`config.mk`:
```
export PLATFORM = sky130hd
export DESIGN_NAME = fetch_seq_flat
export DESIGN_NICKNAME = d
export VERILOG_FILES = /design/src/rtl/fetch_seq_if.sv /design/src/rtl/fetch_seq.sv /design/src/flat_wrapper.sv
export SDC_FILE = /design/constraint.sdc
export NUM_CORES = 1
export LEC_CHECK = 0
export ABC_CLOCK_PERIOD_IN_PS = 4050
export BUFFER_PORTS_ARGS = -buffer_cell sky130_fd_sc_hd__clkbuf_2
export CAP_MARGIN = 20
export CORE_MARGIN = 1
export CORE_UTILIZATION = 35
export CTS_CLUSTER_SIZE = 28
export DETAILED_ROUTE_END_ITERATION = 12
export GPL_ROUTABILITY_DRIVEN = 0
export GPL_TIMING_DRIVEN = 0
export PLACE_DENSITY = 0.65
export SYNTH_ARGS = -nofsm -noshare
export SYNTH_HDL_FRONTEND = slang
export SYNTH_SLANG_ARGS = --single-unit
```
`constraint.sdc`:
```
create_clock -name clk -period 4.05 [get_ports clk]
set_input_delay 1.0125 -clock clk [delete_from_list [all_inputs] [get_ports clk]]
set_output_delay 1.0125 -clock clk [all_outputs]
set_load 0.02 [all_outputs]
```
`src/rtl/fetch_seq_if.sv`:
```
// Bundle of the fetch sequencer's instruction-memory, downstream and branch
// signals. The fetch block takes the master side; memory, decode and
// branch-resolution logic (or a testbench) take the slave side.
interface fetch_seq_if;
    // Instruction-memory request channel
    logic        imem_req;
    logic [31:0] imem_addr;
    logic        imem_ack;
    logic [31:0] imem_rdata;

    // Downstream instruction channel
    logic        inst_valid;
    logic [31:0] inst;
    logic [31:0] inst_pc;
    logic        inst_ready;

    // Branch resolution feedback
    logic        br_valid;
    logic        br_taken;
    logic [31:0] br_target;

    modport master (
        output imem_req,
        output imem_addr,
        input  imem_ack,
        input  imem_rdata,
        output inst_valid,
        output inst,
        output inst_pc,
        input  inst_ready,
        input  br_valid,
        input  br_taken,
        input  br_target
    );

    modport slave (
        input  imem_req,
        input  imem_addr,
        output imem_ack,
        output imem_rdata,
        input  inst_valid,
        input  inst,
        input  inst_pc,
        output inst_ready,
        output br_valid,
        output br_taken,
        output br_target
    );
endinterface

```
`src/rtl/fetch_seq.sv`:
```
// Instruction fetch sequencer.
// Issues one word-aligned fetch at a time, holds the returned instruction
// until downstream takes it, and follows taken branches. A redirect that
// arrives while a request is outstanding cannot move imem_addr (the request
// must stay stable until acked), so it is remembered in pend_pc and the kill
// flag marks the eventual returned word as stale.
module fetch_seq #(
    parameter logic [31:0] RESET_PC = 32'h0000_0000
) (
    input  logic         clk,
    input  logic         rstn,
    fetch_seq_if.master  bus,
    output logic [15:0]  redirect_cnt
);

    typedef enum logic [1:0] {
        IDLE = 2'd0,
        REQ  = 2'd1,
        HOLD = 2'd2
    } state_t;

    state_t      state;
    state_t      state_next;

    logic [31:0] pc;
    logic [31:0] pend_pc;
    logic        kill;
    logic [31:0] inst_q;
    logic [31:0] inst_pc_q;

    logic        redirect;
    logic [31:0] target;
    logic        ack_keep;
    logic        ack_drop;
    logic        req_kill;
    logic        hold_redirect;
    logic        hold_advance;
    logic        cnt_inc;
    logic        unused_target_bits;

    // Branch decode: only a taken branch redirects, and targets are word aligned
    always_comb begin
        redirect           = bus.br_valid & bus.br_taken;
        target             = {bus.br_target[31:2], 2'b00};
        unused_target_bits = ^bus.br_target[1:0];
    end

    // Event decode for the datapath: which of the per-state actions fires now
    always_comb begin
        ack_keep      = 1'b0;
        ack_drop      = 1'b0;
        req_kill      = 1'b0;
        hold_redirect = 1'b0;
        hold_advance  = 1'b0;
        cnt_inc       = 1'b0;
        if (state == REQ) begin
            ack_keep = bus.imem_ack & ~kill & ~redirect;
            ack_drop = bus.imem_ack & (kill | redirect);
            req_kill = ~bus.imem_ack & redirect;
        end
        if (state == HOLD) begin
            hold_redirect = redirect;
            hold_advance  = ~redirect & bus.inst_ready;
        end
        if (state != IDLE) begin
            cnt_inc = redirect & (redirect_cnt != 16'hFFFF);
        end
    end

    // State register
    always_ff @(posedge clk) begin
        if (!rstn) begin
            state <= IDLE;
        end else begin
            state <= state_next;
        end
    end

    // Next-state logic: IDLE is a single warm-up cycle; REQ only moves on
    // with usable data; HOLD leaves on consumption or redirect
    always_comb begin
        state_next = state;
        unique case (state)
            IDLE: state_next = REQ;
            REQ: begin
                if (ack_keep) begin
                    state_next = HOLD;
                end
            end
            HOLD: begin
                if (hold_redirect || hold_advance) begin
                    state_next = REQ;
                end
            end
            default: state_next = IDLE;
        endcase
    end

    // PC, kill/pending-redirect and captured-instruction registers
    always_ff @(posedge clk) begin
        if (!rstn) begin
            pc        <= RESET_PC;
            pend_pc   <= 32'h0000_0000;
            kill      <= 1'b0;
            inst_q    <= 32'h0000_0000;
            inst_pc_q <= 32'h0000_0000;
        end else begin
            if (ack_keep) begin
                inst_q    <= bus.imem_rdata;
                inst_pc_q <= pc;
            end
            if (ack_drop) begin
                pc   <= redirect ? target : pend_pc;
                kill <= 1'b0;
            end
            if (req_kill) begin
                kill    <= 1'b1;
                pend_pc <= target;
            end
            if (hold_redirect) begin
                pc <= target;
            end else if (hold_advance) begin
                pc <= pc + 32'd4;
            end
        end
    end

    // Saturating count of taken redirects seen outside IDLE
    always_ff @(posedge clk) begin
        if (!rstn) begin
            redirect_cnt <= 16'h0000;
        end else if (cnt_inc) begin
            redirect_cnt <= redirect_cnt + 16'd1;
        end
    end

    // Outputs are decoded from state and registers only, so nothing here
    // depends combinationally on the handshake inputs
    always_comb begin
        bus.imem_req   = (state == REQ);
        bus.imem_addr  = pc;
        bus.inst_valid = (state == HOLD);
        bus.inst       = inst_q;
        bus.inst_pc    = inst_pc_q;
    end

endmodule

```
`src/flat_wrapper.sv`:
```
// flat-port wrapper written by rule: the top's interface ports become plain ports
module fetch_seq_flat 
#(
    parameter logic [31:0] RESET_PC = 32'h0000_0000
)
  (clk, rstn, redirect_cnt, bus_imem_req, bus_imem_addr, bus_imem_ack, bus_imem_rdata, bus_inst_valid, bus_inst, bus_inst_pc, bus_inst_ready, bus_br_valid, bus_br_taken, bus_br_target);
  fetch_seq_if bus_i ();
  input  logic clk;
  input  logic rstn;
  output logic [15:0] redirect_cnt;
  output wire logic [$bits(bus_i.imem_req)-1:0] bus_imem_req;
  output wire logic [$bits(bus_i.imem_addr)-1:0] bus_imem_addr;
  input wire logic [$bits(bus_i.imem_ack)-1:0] bus_imem_ack;
  input wire logic [$bits(bus_i.imem_rdata)-1:0] bus_imem_rdata;
  output wire logic [$bits(bus_i.inst_valid)-1:0] bus_inst_valid;
  output wire logic [$bits(bus_i.inst)-1:0] bus_inst;
  output wire logic [$bits(bus_i.inst_pc)-1:0] bus_inst_pc;
  input wire logic [$bits(bus_i.inst_ready)-1:0] bus_inst_ready;
  input wire logic [$bits(bus_i.br_valid)-1:0] bus_br_valid;
  input wire logic [$bits(bus_i.br_taken)-1:0] bus_br_taken;
  input wire logic [$bits(bus_i.br_target)-1:0] bus_br_target;
  assign bus_imem_req = bus_i.imem_req;
  assign bus_imem_addr = bus_i.imem_addr;
  assign bus_i.imem_ack = bus_imem_ack;
  assign bus_i.imem_rdata = bus_imem_rdata;
  assign bus_inst_valid = bus_i.inst_valid;
  assign bus_inst = bus_i.inst;
  assign bus_inst_pc = bus_i.inst_pc;
  assign bus_i.inst_ready = bus_inst_ready;
  assign bus_i.br_valid = bus_br_valid;
  assign bus_i.br_taken = bus_br_taken;
  assign bus_i.br_target = bus_br_target;
  fetch_seq #(.RESET_PC(RESET_PC)) u_core (.clk(clk), .rstn(rstn), .bus(bus_i), .redirect_cnt(redirect_cnt));
endmodule
```
==> results by group <==
Clock network
  • Post-CTS Setup Repair Bufs: 0
  • Hold Buf Count CTS: 0
  • CTS tree: yes
  • Num CTS Buffers: 17
  • H-tree levels: 4
  • Clk sinks: 145
  • Post-cts sizing count: 0
  • Worst-Skew Late Latency: around 430 ps
  • Root Buffer: clkbuf_16
  • Clk slew on worst S/H paths: roughly 60 ps
  • Bufs on Longest Clock Path: 2

Finish
  • Cell area after layout: roughly 0.0084 mm^2
  • Antenna cells: 0
  • Commonest cells after routing, fill and taps aside: nand2_1, clkbuf_2, dfxtp_1, a21boi_0, clkbuf_1
  • Layout area overhead: 26.5%
  • Final Util: a little under half
  • Layout Nets: 1,115
  • Commonest non-fill, non-tap cell in the layout: nand2_1
  • Share of cells above drive strength 1: 23.0%

STA
  • Tcrit/Tclk final: about two thirds
  • Worst Tran Pin Value: ~850 ps
  • Minimum clock period: ~2600 ps
  • Final number of setup-violating endpoints: 0
  • Final hold vios: 0
  • Clock Skew: approximately 7.3 ps
  • RSZ-0062 raised after global routing: false
  • Setup TNS: 0 ps
  • Final Max Slew Viols: 0
  • Slew Limit Headroom: between 40% and 50%
  • FMAX: 0.380 GHz
  • Final hold slack: between 400 and 500 ps

Yosys
  • Seq cells post-synth: approximately 150
  • Cell variety after synth: 57
  • Yosys warns: 0
  • EDFF count, synth: 0
  • Top post-synthesis cells by area: dfxtp_1, nand2_1, a21boi_0
  • Area leader, netlist: dfxtp_1
  • Mapped Area: between 0.006 and 0.007 mm^2
  • Mean post-synth cell area: ~8 um^2
  • Sequential-to-total area share from yosys stat: a little over two fifths
  • Most used DFF post-synth: dfxtp_1
  • Synth async-reset ratio: 0%
  • Synthesized net count: between 900 and 1,000
  • Mapped Cells: 844
  • Post-synth top area share: between 40% and 50%

Power
  • Pwr Density: 403 mW/mm^2
  • Leak Pwr: 3.34 nW
  • Overall power: around 3.4 mW
  • VDD IR max: about 300 uV

Floorplan
  • Num ports: 184
  • Initial Utilization: between 30 and 40%
  • Core Box Area: 0.0187 mm^2
  • Die height: ~140 um
  • Die area: 0.0196 mm^2
  • Die X: ~140 um
  • Std-Cell Rows: 50

Global route
  • Overflow left after global routing: 0
  • First-pass GRT wire length: about 35,000 um
  • GRT Total Usage: between 20% and 30%
  • Initial antenna violation count: 0
  • Vias in the first global route: 6,294
  • Largest net degree at the start of global routing: 17

Worst setup path
  • Worst Path Arrival: about 1600 ps
  • CP Cell Sequence: buf_2, nor2b_1, clkbuf_2
  • Crit path buffers/inverters: 2
  • CP required: a little over 3000 ps
  • Critical setup path kind: reg -> out
  • Crit Path Max Fanout: 10
  • Startpoint Class: register
  • Critical path's top delay family: buffers and inverters
  • Peak per-stage delay on the critical path: roughly 420 ps
  • Worst Setup End Kind: output port
  • CP max stage cell: nor2b_1

Detailed routing
  • DRT antenna net count: 0
  • Initial DRC Count: between 600 and 700
  • DRC Markers: 0
  • DRT Pass-1 Iters: 5
  • Post-DR vias/cell: around 5.4
  • WL/cell: around 18 um
  • DR vias: roughly 7,000
  • Total routed wirelength: ~23,000 um

Placed design
  • Post-DP HPWL: roughly 16,000 um
  • Port Buffers: 180
  • Placed Instance Area: a little under 0.008 mm^2

Job
  • Max Cap Viol: 0

Hold path
  • HP Class: reg -> reg

Status
  • Status: finished, final reports clean
per-stage QoR:
step / cells / setup slack [ps]
2_1_floorplan: 844 / 1780
3_3_place_gp: 1258 / 1090
3_5_place_dp: 1258 / 1050
4_1_cts: 1290 / 1420
5_1_grt: 1290 / 1280
6_report: 1290 / 1420
final cells by class:
type	instances	area, um^2
plain buffers	63	260
clock buffers	17	425
clock inverters	15	145
fillers	1953	10300
inverters	6	22.5
multi-input cells	630	3480
flip-flops and latches	145	2900
well taps	234	293
repair buffers	180	901
synth_stat cells, drive strengths merged, types with 4 or more instances:
| cell type | count |
|---|---|
| o21ai | 40 |
| a31oi | 12 |
| a21oi | 37 |
| and2 | 14 |
| buf | 20 |
| nand2 | 236 |
| a211oi | 8 |
| nor2b | 4 |
| nand3 | 27 |
| inv | 6 |
| and3 | 15 |
| and4 | 8 |
| clkbuf | 43 |
| nor3 | 13 |
| or3 | 7 |
| a311oi | 6 |
| a22oi | 4 |
| o22ai | 5 |
| a21boi | 97 |
| dfxtp | 145 |
| o211ai | 8 |
| nor2 | 25 |
| nand4 | 13 |
| xnor2 | 15 |
flip-flops by register name, summed over array words and instances, names as in the netlist:
name,flops
u_core.bus.inst,32
u_core.redirect_cnt,16
u_core.pend_pc,30
u_core.bus.inst_pc,32
u_core.bus.imem_addr,32
u_core.state,2
u_core.kill,1
final timing paths:
kind                                               from                  endpoint  slack, ps  depth (start not counted)
worst max-delay path                    u_core.state[0]            bus_inst_valid       1420                          3
worst min-delay path              u_core.bus.inst_pc[1]     u_core.bus.inst_pc[1]        450                          2
worst min register to register    u_core.bus.inst_pc[1]     u_core.bus.inst_pc[1]        450                          2
worst max register to register  u_core.bus.imem_addr[2]  u_core.bus.imem_addr[16]       1570                          7
per-layer routing:
metal	GRT usage [%]	routed length [um]	up-vias
met4	7.75	383	2
met3	4.82	1870	30
li1	-	-	3338
met2	38.2	10600	314
met5	0	39	-
met1	31.2	10200	3235
report_power, final:
group	internal (mW)	switching (mW)	leakage, nW
combinational	0.119	0.229	1.90
sequential	1.47	0.0433	1.17
clock	0.900	0.642	0.270
cells by family after synthesis:
kind of cell	share of synthesized area [%]
and+or+nand+nor	25.7
muxes	0.150
buffers and inverters	4.24
DFF	43.5
adders and majority gates	0.375
AOI/OAI and AO/OA	23.9
xor gates and xnor gates	2.10
worst register-to-register path, cell delays in order (launching register included):
cell	delay (ps)
dfxtp_1	530
ha_1	290
nand3_1	180
nor3_1	520
buf_2	360
a311oi_1	130
a211oi_1	260
nor3_1	90
Power figures use the tool's default switching activity.
